==> config.mk <==
export PLATFORM = sky130hd
export DESIGN_NAME = apple_placer
export DESIGN_NICKNAME = d
export VERILOG_FILES = /design/src/rtl/snake_pkg.sv /design/src/rtl/grid_scan_ctr.sv /design/src/rtl/apple_placer.sv
export SDC_FILE = /design/constraint.sdc
export NUM_CORES = 1
export LEC_CHECK = 0
export ABC_AREA = 1
export BUFFER_PORTS_ARGS = -buffer_cell sky130_fd_sc_hd__buf_2
export CAP_MARGIN = 0
export CORE_ASPECT_RATIO = 1.25
export CORE_UTILIZATION = 54
export CTS_CLUSTER_DIAMETER = 100
export CTS_CLUSTER_SIZE = 25
export DETAILED_ROUTE_END_ITERATION = 12
export PLACE_DENSITY = 0.78
export SLEW_MARGIN = 5
export SYNTH_ARGS = -nofsm -noshare
export SYNTH_HDL_FRONTEND = slang
export SYNTH_HIERARCHICAL = 1
export SYNTH_SLANG_ARGS = --single-unit
export TNS_END_PERCENT = 1
==> constraint.sdc <==
create_clock -name clk -period 1.8 [get_ports clk]
set_input_delay 0.54 -clock clk [delete_from_list [all_inputs] [get_ports clk]]
set_output_delay 0.54 -clock clk [all_outputs]
set_load 0.02 [all_outputs]
==> src/rtl/snake_pkg.sv <==
// ---------------------------------------------------------------------------
// snake_pkg
// Shared playfield definitions for the snake game blocks.
//   GRID_W / GRID_H : playfield size in cells (legal x 0..29, y 0..19)
//   COORD_W         : coordinate width
//   coord_t         : one coordinate
//   placer_state_t  : apple placer FSM states
// ---------------------------------------------------------------------------
package snake_pkg;

   localparam int GRID_W  = 30;
   localparam int GRID_H  = 20;
   localparam int COORD_W = 5;

   typedef logic [COORD_W-1:0] coord_t;

   localparam coord_t GRID_W_C = coord_t'(GRID_W);
   localparam coord_t GRID_H_C = coord_t'(GRID_H);
   localparam coord_t X_MAX    = coord_t'(GRID_W - 1);
   localparam coord_t Y_MAX    = coord_t'(GRID_H - 1);
   localparam coord_t COORD_1  = coord_t'(1);

   typedef enum logic [2:0] {
      ST_IDLE       = 3'd0,
      ST_PICK       = 3'd1,
      ST_PROBE      = 3'd2,
      ST_CHECK      = 3'd3,
      ST_SCAN_PROBE = 3'd4,
      ST_SCAN_CHECK = 3'd5,
      ST_FULL       = 3'd6
   } placer_state_t;

   // Full-width compare: out-of-grid values are rejected, never wrapped.
   function automatic logic in_grid(input coord_t x, input coord_t y);
      return (x < GRID_W_C) && (y < GRID_H_C);
   endfunction

endpackage

==> src/rtl/grid_scan_ctr.sv <==
// ---------------------------------------------------------------------------
// grid_scan_ctr
// Row-major x/y cell counter over the playfield.
//   clk, rst       : clock, async active-high reset (counter -> (0,0))
//   i_clear        : restart at (0,0)
//   i_adv          : step to next cell (x first, then y)
//   o_x, o_y       : current cell
//   o_nx, o_ny     : cell that i_adv would move to
//   o_last         : current cell is the bottom-right cell
// ---------------------------------------------------------------------------
module grid_scan_ctr
   import snake_pkg::*;
(
   input  logic               clk,
   input  logic               rst,
   input  logic               i_clear,
   input  logic               i_adv,
   output logic [COORD_W-1:0] o_x,
   output logic [COORD_W-1:0] o_y,
   output logic [COORD_W-1:0] o_nx,
   output logic [COORD_W-1:0] o_ny,
   output logic               o_last
);

   coord_t r_x;
   coord_t r_y;
   logic   w_row_end;

   assign w_row_end = (r_x == X_MAX);
   assign o_x       = r_x;
   assign o_y       = r_y;
   assign o_nx      = w_row_end ? '0 : r_x + COORD_1;
   assign o_ny      = w_row_end ? r_y + COORD_1 : r_y;
   assign o_last    = w_row_end && (r_y == Y_MAX);

   always_ff @(posedge clk or posedge rst) begin
      if (rst) begin
         r_x <= '0;
         r_y <= '0;
      end else if (i_clear) begin
         r_x <= '0;
         r_y <= '0;
      end else if (i_adv) begin
         r_x <= o_nx;
         r_y <= o_ny;
      end
   end

endmodule

==> src/rtl/apple_placer.sv <==
// ---------------------------------------------------------------------------
// apple_placer
// Turns free-running random coordinates into a legal apple position: range
// check, occupancy query, retry on collision, optional row-major scan.
// Optional feature macro: APPLE_SCAN_FALLBACK_EN (scan fallback + FULL state).
//   clk, rst          : clock, async active-high reset
//   rand_x, rand_y    : random candidate, new every cycle
//   eat               : pulse in IDLE starts a new placement
//   occ_req/x/y       : registered occupancy query
//   occ_hit           : query answer, one cycle after occ_req
//   apple_x/y, apple_valid : current apple
//   busy              : placement in progress
//   board_full        : no free cell (sticky until rst), 0 without scan
//   dbg_state         : FSM state (placer_state_t encoding)
// Handshake: occ_req is a single-cycle strobe with no back-pressure; occ_hit
// is only looked at in the cycle right after the strobe.
// ---------------------------------------------------------------------------
module apple_placer
   import snake_pkg::*;
#(
   parameter int MAX_TRIES = 8,
   parameter int INIT_X    = 2,
   parameter int INIT_Y    = 2
) (
   input  logic               clk,
   input  logic               rst,
   input  logic [COORD_W-1:0] rand_x,
   input  logic [COORD_W-1:0] rand_y,
   input  logic               eat,
   output logic               occ_req,
   output logic [COORD_W-1:0] occ_x,
   output logic [COORD_W-1:0] occ_y,
   input  logic               occ_hit,
   output logic [COORD_W-1:0] apple_x,
   output logic [COORD_W-1:0] apple_y,
   output logic               apple_valid,
   output logic               busy,
   output logic               board_full,
   output logic [2:0]         dbg_state
);

   localparam logic [7:0] MAX_T   = 8'(MAX_TRIES);
   localparam coord_t     INIT_XC = coord_t'(INIT_X);
   localparam coord_t     INIT_YC = coord_t'(INIT_Y);

   placer_state_t r_state, w_state;
   logic [7:0]    r_tries, w_tries, w_tries_inc;
   coord_t        r_cand_x, r_cand_y, w_cand_x, w_cand_y;
   coord_t        r_apple_x, r_apple_y, w_apple_x, w_apple_y;
   coord_t        r_occ_x, r_occ_y, w_occ_x, w_occ_y;
   logic          r_apple_valid, w_apple_valid;
   logic          r_busy, w_busy;
   logic          r_occ_req, w_occ_req;
   logic          w_fallback;

`ifdef APPLE_SCAN_FALLBACK_EN
   logic   r_board_full, w_board_full;
   logic   w_scan_clr, w_scan_adv, w_scan_last;
   coord_t w_scan_x, w_scan_y, w_scan_nx, w_scan_ny;

   grid_scan_ctr u_scan (
      .clk     (clk),
      .rst     (rst),
      .i_clear (w_scan_clr),
      .i_adv   (w_scan_adv),
      .o_x     (w_scan_x),
      .o_y     (w_scan_y),
      .o_nx    (w_scan_nx),
      .o_ny    (w_scan_ny),
      .o_last  (w_scan_last)
   );

   assign board_full = r_board_full;
`else
   assign board_full = 1'b0;
`endif

   assign w_tries_inc = r_tries + 8'd1;

   always_comb begin
      w_state       = r_state;
      w_tries       = r_tries;
      w_cand_x      = r_cand_x;
      w_cand_y      = r_cand_y;
      w_apple_x     = r_apple_x;
      w_apple_y     = r_apple_y;
      w_apple_valid = r_apple_valid;
      w_busy        = r_busy;
      w_occ_req     = 1'b0;
      w_occ_x       = r_occ_x;
      w_occ_y       = r_occ_y;
      w_fallback    = 1'b0;
`ifdef APPLE_SCAN_FALLBACK_EN
      w_board_full  = r_board_full;
      w_scan_clr    = 1'b0;
      w_scan_adv    = 1'b0;
`endif
      unique case (r_state)
         ST_IDLE: begin
            if (eat) begin
               w_apple_valid = 1'b0;
               w_busy        = 1'b1;
               w_tries       = '0;
               w_state       = ST_PICK;
            end
         end
         ST_PICK: begin
            w_cand_x = rand_x;
            w_cand_y = rand_y;
            w_tries  = w_tries_inc;
            if (in_grid(rand_x, rand_y)) begin
               // Query is registered, so it is issued on entry to PROBE.
               w_occ_req = 1'b1;
               w_occ_x   = rand_x;
               w_occ_y   = rand_y;
               w_state   = ST_PROBE;
            end else if (w_tries_inc == MAX_T) begin
               w_fallback = 1'b1;
            end
         end
         ST_PROBE: w_state = ST_CHECK;
         ST_CHECK: begin
            if (!occ_hit) begin
               w_apple_x     = r_cand_x;
               w_apple_y     = r_cand_y;
               w_apple_valid = 1'b1;
               w_busy        = 1'b0;
               w_state       = ST_IDLE;
            end else if (r_tries < MAX_T) begin
               w_state = ST_PICK;
            end else begin
               w_fallback = 1'b1;
            end
         end
`ifdef APPLE_SCAN_FALLBACK_EN
         ST_SCAN_PROBE: w_state = ST_SCAN_CHECK;
         ST_SCAN_CHECK: begin
            if (!occ_hit) begin
               w_apple_x     = w_scan_x;
               w_apple_y     = w_scan_y;
               w_apple_valid = 1'b1;
               w_busy        = 1'b0;
               w_state       = ST_IDLE;
            end else if (w_scan_last) begin
               w_board_full  = 1'b1;
               w_apple_valid = 1'b0;
               w_busy        = 1'b0;
               w_state       = ST_FULL;
            end else begin
               w_scan_adv = 1'b1;
               w_occ_req  = 1'b1;
               w_occ_x    = w_scan_nx;
               w_occ_y    = w_scan_ny;
               w_state    = ST_SCAN_PROBE;
            end
         end
         ST_FULL: w_state = ST_FULL;
`endif
         default: w_state = r_state;
      endcase

      if (w_fallback) begin
`ifdef APPLE_SCAN_FALLBACK_EN
         w_scan_clr = 1'b1;
         w_occ_req  = 1'b1;
         w_occ_x    = '0;
         w_occ_y    = '0;
         w_state    = ST_SCAN_PROBE;
`else
         w_tries = '0;
         w_state = ST_PICK;
`endif
      end
   end

   always_ff @(posedge clk or posedge rst) begin
      if (rst) begin
         r_state       <= ST_IDLE;
         r_tries       <= '0;
         r_cand_x      <= '0;
         r_cand_y      <= '0;
         r_apple_x     <= INIT_XC;
         r_apple_y     <= INIT_YC;
         r_apple_valid <= 1'b1;
         r_busy        <= 1'b0;
         r_occ_req     <= 1'b0;
         r_occ_x       <= '0;
         r_occ_y       <= '0;
`ifdef APPLE_SCAN_FALLBACK_EN
         r_board_full  <= 1'b0;
`endif
      end else begin
         r_state       <= w_state;
         r_tries       <= w_tries;
         r_cand_x      <= w_cand_x;
         r_cand_y      <= w_cand_y;
         r_apple_x     <= w_apple_x;
         r_apple_y     <= w_apple_y;
         r_apple_valid <= w_apple_valid;
         r_busy        <= w_busy;
         r_occ_req     <= w_occ_req;
         r_occ_x       <= w_occ_x;
         r_occ_y       <= w_occ_y;
`ifdef APPLE_SCAN_FALLBACK_EN
         r_board_full  <= w_board_full;
`endif
      end
   end

   assign occ_req     = r_occ_req;
   assign occ_x       = r_occ_x;
   assign occ_y       = r_occ_y;
   assign apple_x     = r_apple_x;
   assign apple_y     = r_apple_y;
   assign apple_valid = r_apple_valid;
   assign busy        = r_busy;
   assign dbg_state   = r_state;

endmodule

==> summary.json, run 1 <==
{
  "run_status": {"value": "complete, no violations"},
  "clk_transition_reported_paths": {"value": 80, "unit": "ps"},
  "place.detailed.instances": {"value": 328},
  "final_layout_size_suffix_gt1_frac": {"value": 0.259},
  "placer_congestion_estimate": {"value": 0.804},
  "diodes": {"value": 0},
  "worstSetupPathDepth": {"value": 8},
  "drt.antenna.violating_nets": {"value": 0},
  "die_h": {"value": 72.2, "unit": "microns"},
  "p_sw": {"value": 1.62, "unit": "mW"},
  "num_vias": {"value": 1705},
  "vdd_ir_drop_max": {"value": 0.000927, "unit": "V"},
  "number_of_h_tree_levels": {"value": 2},
  "hold_path_class": {"value": "primary input to asynchronous set/reset pin"},
  "critPathArrivalTime": {"value": 1950, "unit": "ps"},
  "cp_num_buf_inv": {"value": 3},
  "grt_first_pass_wirelength": {"value": 6.89, "unit": "mm"},
  "timing.critical_path.required": {"value": 1990, "unit": "ps"},
  "clock_power_share": {"value": 0.197},
  "setup.worst_path.class": {"value": "flip-flop to flip-flop"},
  "clk_root_buffer_cell": {"value": "clkbuf_8"},
  "grtUsageTotal": {"value": 0.217},
  "slowest_stage": {"value": "dfrtp_1"},
  "drc": {"value": 0},
  "final_min_period_over_clock_period": {"value": 0.980},
  "inserted_clock_buffers": {"value": 5},
  "part_of_the_power_in_registers": {"value": 0.386},
  "timing.reg2reg.worst_path_depth": {"value": 8},
  "met1_usage": {"value": 0.251},
  "grt_setup_unrepaired": {"value": "true"},
  "grt_pass1_vias": {"value": 1595},
  "fmaxAchievable": {"value": 567, "unit": "MHz"},
  "first_pass_iters": {"value": 4},
  "total_power": {"value": 4.05, "unit": "mW"},
  "clock_latency": {"value": 300, "unit": "ps"},
  "synth_cell_type_count": {"value": 30},
  "ioPinCount": {"value": 41},
  "power_density_cells": {"value": 1600, "unit": "nW/um^2"},
  "cp_common_cell": {"value": "inv_1"},
  "routedWlPerCell": {"value": 12.3, "unit": "microns"},
  "dp_hpwl": {"value": 3.09, "unit": "mm"},
  "synth-seq-area-share": {"value": 0.507},
  "finalCriticalPeriod": {"value": 1760, "unit": "ps"},
  "worstPathCellList": {"value": "inv_1, ha_1, inv_1, nor2_1, a21oi_4, inv_2, nand4_1, nand2_1"},
  "cp-start-kind": {"value": "flip-flop"},
  "setup-violations-final": {"value": 0},
  "syn-mean-instance-area": {"value": 8.88, "unit": "sq um"},
  "post_synth_instance_area": {"value": 2130, "unit": "sq um"},
  "yosysWarnings": {"value": 6},
  "final.hold.worst_slack": {"value": 260, "unit": "ps"},
  "fin_worst_skew": {"value": 5.18, "unit": "ps"},
  "cts.sinks": {"value": 43},
  "overall_die_area": {"value": 4200, "unit": "sq um"},
  "grt_max_degree": {"value": 44},
  "core": {"value": 3780, "unit": "sq um"},
  "post-cts-setup-buffer-count": {"value": 0},
  "gr-max-usage-layer": {"value": "met2"},
  "max_cap_viols": {"value": 0},
  "drt_first_iter_violations": {"value": 79},
  "die_w": {"value": 58.2, "unit": "microns"},
  "maximum_count_of_clock_buffers_along_a_single_path": {"value": 2},
  "timing.critical_path.slowest_cell_delay": {"value": 480, "unit": "ps"},
  "drt-total-wl": {"value": 4.14, "unit": "mm"},
  "grt_overflow_total": {"value": 0},
  "timing.setup.tns": {"value": 0, "unit": "ps"},
  "cts_tree": {"value": "built"},
  "layout-area-overhead-vs-synth": {"value": 18.8, "unit": "%"},
  "final_nets": {"value": 301},
  "grt_use_met3": {"value": 0.0446},
  "initial_util": {"value": 0.563},
  "final-hold-violation-count": {"value": 0},
  "port_buffers": {"value": 38},
  "finalMaxSlewViolations": {"value": 0},
  "p_comb_frac": {"value": 0.417},
  "final_cell_count_no_fill": {"value": 336},
  "synth_seq_cells": {"value": 43},
  "route.detailed.vias_per_inst": {"value": 5.07},
  "cp_top_family": {"value": "flip-flops"},
  "swShare": {"value": 0.400},
  "postSynthCellCount": {"value": 240},
  "cts.hold.buffers_added": {"value": 0},
  "crit_fanout": {"value": 9},
  "antenna_found_initial": {"value": 0},
  "row_count": {"value": 25},
  "internal_power": {"value": 2.43, "unit": "mW"},
  "leakage": {"value": 1.31, "unit": "nW"},
  "end_kind": {"value": "flip-flop"},
  "grt.met2_usage": {"value": 0.390}
}
[synthesized netlist by cell type, drive strengths merged]
cell type / count / area, sq um
o21a: 1 / 7.51
nand4: 23 / 150
conb: 1 / 3.75
nand3: 4 / 20.0
inv: 27 / 101
xor2: 1 / 8.76
clkinv: 3 / 11.3
o21bai: 1 / 7.51
nand2: 61 / 246
mux2: 10 / 113
dfstp: 3 / 78.8
nor2: 19 / 91.3
or2: 1 / 6.26
ha: 6 / 75.1
buf: 8 / 55.1
a21oi: 3 / 18.8
clkbuf: 4 / 15.0
dfrtp: 40 / 1000
o21ai: 24 / 120
[cells by family after synthesis]
group           synth area share
compound gates            0.0722
simple gates               0.241
mux                       0.0528
flops                      0.507
fa+ha+maj                 0.0352
xor+xnor                 0.00411
other cells              0.00176
buf+inv                   0.0857
[power by group through the flow]
stage	Combinational [mW]	Sequential, mW	Clock (mW)
final	1.69	1.56	0.797
after global routing	1.87	1.61	0.852
after CTS	1.66	1.56	0.817
after detailed placement	1.65	1.58	0
after global placement	1.60	1.56	0
after floorplan	0.808	1.89	0
[cell type report]
type                    instances  area, sq um
multi-input cells             156          892
clock buffers                   6         82.6
repair buffers                 45          259
fillers                       335         1250
inverters                      30          113
flip-flops and latches         43         1080
well taps                      54         67.6
clock inverters                 2         38.8
[metrics by stage]
step,setup WS (ps),utilization,instance area [sq um]
floorplan,47.5,-,2130
global placement,76.4,0.631,2390
detailed placement,55.7,0.631,2390
CTS,36.3,0.663,2510
global route,-67.0,0.669,2530
finish,35.2,0.669,2530
[final timing paths]
check	from	end	slack, ps
min	rst	r_cand_x[3]$_DFFE_PP0P_	260
max	dbg_state[0]$_DFFE_PP0P_	r_tries[5]$_DFFE_PP0P_	40
min in group clk	rand_y[1]	r_cand_y[1]$_DFFE_PP0P_	450
min reg2reg	apple_valid$_DFFE_PP1P_	apple_valid$_DFFE_PP1P_	480
max in group asynchronous	rst	apple_x[1]$_DFFE_PP1P_	1280
max reg2reg	dbg_state[0]$_DFFE_PP0P_	r_tries[5]$_DFFE_PP0P_	40
[worst min-delay path: cells and delay by family]
family                 cells  cell delay, ps
buffers and inverters      3             390
[routing by layer]
metal	share of wire	up-vias
li1	-	858
met1	0.43	797
met2	0.52	43
met3	0.034	7
met4	0.015	0
met5	0	-
[registers in the layout (all words and copies together) (netlist names)]
register / cells
apple_valid: 1
apple_x: 5
apple_y: 5
busy: 1
dbg_state: 2
occ_req: 1
occ_x: 5
occ_y: 5
r_cand_x: 5
r_cand_y: 5
r_tries: 8
[repair_timing]
item                                    4_1_cts  5_1_grt
endpoints found under the hold margin         0        0
resized for setup                             0        4
endpoints found under the setup margin        0       18
[layout by cell type, fill, tap and decap left out, types with 6 or more instances in the layout]
| master | Yosys | final |
|---|---|---|
| dfrtp_1 | 40 | 40 |
| nand4_1 | 22 | 22 |
| clkbuf_8 | 0 | 6 |
| inv_1 | 24 | 23 |
| o21ai_0 | 24 | 24 |
| nor2_1 | 15 | 15 |
| mux2_1 | 9 | 9 |
| buf_2 | 2 | 38 |
| nand2_1 | 56 | 56 |
Note: power is estimated with default switching activity, not from simulation.
==> inputs of run 2 (changes only) <==
==> constraint.sdc (replaced) <==
create_clock -name clk -period 2 [get_ports clk]
set_input_delay 0.6 -clock clk [delete_from_list [all_inputs] [get_ports clk]]
set_output_delay 0.6 -clock clk [all_outputs]
set_load 0.02 [all_outputs]
==> run 2 against run 1 <==
  * Clock power decreased by 11%
  * Non-clock buffer count decreased by 1
  * Critical endpoint is now occ_x[3]$_DFFE_PP0P_
  * Worst hold slack improved by 55 ps
  * Routed wire length decreased by 4.4%
  * Highest routed layer unchanged
  * Worst setup slack improved by 250 ps
  * Sequential cell count unchanged
  * Combinational power decreased by 12%
  * First-iteration DRC count decreased by 6.3%
  * Global-route usage decreased by 0.13 points
  * Utilization decreased by 0.83 points
  * Sequential power decreased by 9.6%
  * Critical path depth decreased by 2
==> summary.json, run 2 (synthesis gave the netlist of run 1 again) <==
{
  "run_status": {"value": "complete, no violations", "change": "unchanged"},
  "p_comb_frac": {"value": 0.410, "change": "was 0.417"},
  "timing.setup.tns": {"value": 0, "unit": "ps", "change": "unchanged"},
  "placer_congestion_estimate": {"value": 0.843, "change": "was 0.804"},
  "slowest_stage": {"value": "dfrtp_1", "change": "unchanged"},
  "cts.hold.buffers_added": {"value": 0, "change": "unchanged"},
  "number_of_h_tree_levels": {"value": 2, "change": "unchanged"},
  "final_min_period_over_clock_period": {"value": 0.857, "change": "was 0.980"},
  "number_of_flip_flops_in_the_largest_register": {"value": 8, "change": "unchanged"},
  "final_nets": {"value": 300, "change": "was 301"},
  "place.detailed.instances": {"value": 327, "change": "was 328"},
  "finalCriticalPeriod": {"value": 1710, "unit": "ps", "change": "was 1760 ps"},
  "grt_max_degree": {"value": 44, "change": "unchanged"},
  "registers.top_by_ff_count": {"value": "r_tries", "change": "unchanged"},
  "worstPathCellList": {"value": "inv_1, ha_1, inv_2, nor2_1, buf_4, mux2_2", "change": "was inv_1, ha_1, inv_1, nor2_1, a21oi_4, inv_2, nand4_1, nand2_1"},
  "cp_top_family": {"value": "buffers and inverters", "change": "was flip-flops"},
  "route.detailed.vias_per_inst": {"value": 5.06, "change": "was 5.07"},
  "routedWlPerCell": {"value": 11.8, "unit": "microns", "change": "was 12.3 microns"},
  "ioPinCount": {"value": 41, "change": "unchanged"},
  "timing.critical_path.required": {"value": 2190, "unit": "ps", "change": "was 1990 ps"},
  "internal_power": {"value": 2.17, "unit": "mW", "change": "was 2.43 mW"},
  "layout_common_cells": {"value": "nand2_1, dfrtp_1, buf_2", "change": "unchanged"},
  "vdd_ir_drop_max": {"value": 0.00112, "unit": "V", "change": "was 0.000927 V"},
  "crit_fanout": {"value": 11, "change": "was 9"},
  "cts.repair.resized": {"value": 0, "change": "unchanged"},
  "cts_tree": {"value": "built", "change": "unchanged"},
  "first_pass_iters": {"value": 4, "change": "unchanged"},
  "timing_worst_slew_pin_value": {"value": 530, "unit": "ps"},
  "grtUsageTotal": {"value": 0.215, "change": "was 0.217"},
  "p_sw": {"value": 1.43, "unit": "mW", "change": "was 1.62 mW"},
  "antenna_found_initial": {"value": 0, "change": "unchanged"},
  "finish.utilization": {"value": 0.661, "change": "was 0.669"},
  "setup-violations-final": {"value": 0, "change": "unchanged"},
  "die_w": {"value": 58.2, "unit": "microns", "change": "unchanged"},
  "timing.critical_path.slowest_cell_delay": {"value": 440, "unit": "ps", "change": "was 480 ps"},
  "diodes": {"value": 0, "change": "unchanged"},
  "overall_die_area": {"value": 4200, "unit": "sq um", "change": "unchanged"},
  "dp_hpwl": {"value": 2.91, "unit": "mm", "change": "was 3.09 mm"},
  "grt_overflow_total": {"value": 0, "change": "unchanged"},
  "end_kind": {"value": "flip-flop", "change": "unchanged"},
  "drt-total-wl": {"value": 3.96, "unit": "mm", "change": "was 4.14 mm"},
  "cts.sinks": {"value": 43, "change": "unchanged"},
  "part_of_the_power_in_registers": {"value": 0.393, "change": "was 0.386"},
  "leakage": {"value": 1.30, "unit": "nW", "change": "was 1.31 nW"},
  "port_buffers": {"value": 38, "change": "unchanged"},
  "maximum_count_of_clock_buffers_along_a_single_path": {"value": 2, "change": "unchanged"},
  "multi_input_comb_area": {"value": 872, "unit": "sq um", "change": "was 892 sq um"},
  "swShare": {"value": 0.397, "change": "was 0.400"},
  "drt_first_iter_violations": {"value": 74, "change": "was 79"},
  "setup.reg_to_reg.worst_slack": {"value": 290, "unit": "ps", "change": "was 40 ps"},
  "clk_transition_reported_paths": {"value": 80, "unit": "ps", "change": "about the same"},
  "critPathArrivalTime": {"value": 1900, "unit": "ps", "change": "was 1950 ps"},
  "core": {"value": 3780, "unit": "sq um", "change": "unchanged"},
  "grt_first_pass_wirelength": {"value": 6.86, "unit": "mm", "change": "was 6.89 mm"},
  "most_common_cell_after_layout_fill_and_taps_aside": {"value": "nand2_1", "change": "unchanged"},
  "row_count": {"value": 25, "change": "unchanged"},
  "cp-start-kind": {"value": "flip-flop", "change": "unchanged"},
  "max_cap_viols": {"value": 0, "change": "unchanged"},
  "finalMaxSlewViolations": {"value": 0, "change": "unchanged"},
  "clock_power_share": {"value": 0.197, "change": "about the same"},
  "num_vias": {"value": 1695, "change": "was 1705"},
  "cp_num_buf_inv": {"value": 3, "change": "unchanged"},
  "clk_root_buffer_cell": {"value": "clkbuf_8", "change": "unchanged"},
  "clock_latency": {"value": 300, "unit": "ps", "change": "about the same"},
  "relSlewSlack": {"value": 0.646},
  "grt_pass1_vias": {"value": 1545, "change": "was 1595"},
  "drt.antenna.violating_nets": {"value": 0, "change": "unchanged"},
  "die_h": {"value": 72.2, "unit": "microns", "change": "unchanged"},
  "fmaxAchievable": {"value": 583, "unit": "MHz", "change": "was 567 MHz"},
  "drc": {"value": 0, "change": "unchanged"},
  "post-cts-setup-buffer-count": {"value": 0, "change": "unchanged"},
  "final_layout_size_suffix_gt1_frac": {"value": 0.253, "change": "was 0.259"},
  "power_density_cells": {"value": 1440, "unit": "nW/um^2", "change": "was 1600 nW/um^2"},
  "setup.worst_path.class": {"value": "flip-flop to flip-flop", "change": "unchanged"},
  "seq_area": {"value": 1080, "unit": "sq um", "change": "unchanged"},
  "hold_path_class": {"value": "primary input to asynchronous set/reset pin", "change": "unchanged"},
  "grt_setup_unrepaired": {"value": "false", "change": "was true"},
  "num-fill-cells": {"value": 315, "change": "was 335"},
  "final-hold-violation-count": {"value": 0, "change": "unchanged"},
  "layout-area-overhead-vs-synth": {"value": 17.4, "unit": "%", "change": "was 18.8%"},
  "initial_util": {"value": 0.563, "change": "unchanged"},
  "fin_worst_skew": {"value": 3.99, "unit": "ps", "change": "was 5.18 ps"},
  "final_cell_count_no_fill": {"value": 335, "change": "was 336"},
  "inserted_clock_buffers": {"value": 5, "change": "unchanged"}
}
[run 2: worst register-to-register path, stage by stage (launching register included)]
cell     delay (ps)
dfrtp_1         440
inv_1           120
ha_1            250
inv_2           140
nor2_1          120
buf_4           190
mux2_2          340
[run 2: final cells by class]
type,instances,area share
repair buffers,44,0.0990
flip-flops and latches,43,0.432
well taps,54,0.0270
clock inverters,2,0.0155
clock buffers,6,0.0330
multi-input cells,156,0.349
inverters,30,0.0450
[run 2: final timing paths]
kind | start | end | cells after the start
worst max-delay path | dbg_state[1]$_DFFE_PP0P_ | occ_x[3]$_DFFE_PP0P_ | 6
worst min-delay path | rst | busy$_DFFE_PP0P_ | 3
worst max register to register | dbg_state[1]$_DFFE_PP0P_ | occ_x[3]$_DFFE_PP0P_ | 6
worst min register to register | occ_y[4]$_DFFE_PP0P_ | occ_y[4]$_DFFE_PP0P_ | 1
max in group asynchronous | rst | apple_y[1]$_DFFE_PP1P_ | 3
min in group clk | occ_y[4]$_DFFE_PP0P_ | occ_y[4]$_DFFE_PP0P_ | 1
[run 2: metal layers]
layer | track usage | routed length (microns)
met4 | 0.0952 | 52
met5 | 0 | 0
met2 | 0.364 | 2020
met1 | 0.264 | 1770
met3 | 0.0463 | 119
[run 2: stage by stage]
stage / power [mW] / instance area [sq um] / setup slack, ps / hold slack [ps]
detailed placement: 2.92 / 2380 / 236 / 473
floorplan: 2.43 / 2130 / 248 / 473
CTS: 3.64 / 2500 / 262 / 322
global placement: 2.87 / 2380 / 288 / 467
finish: 3.60 / 2500 / 285 / 315
global route: 3.87 / 2500 / 147 / 338
[run 2: power groups by stage]
stage | Clock, mW | Sequential [mW] | Combinational (mW)
floorplan | 0 | 1.70 | 0.727
global placement | 0 | 1.42 | 1.45
detailed placement | 0 | 1.43 | 1.49
CTS | 0.722 | 1.42 | 1.50
global route | 0.760 | 1.45 | 1.65
finish | 0.709 | 1.41 | 1.48
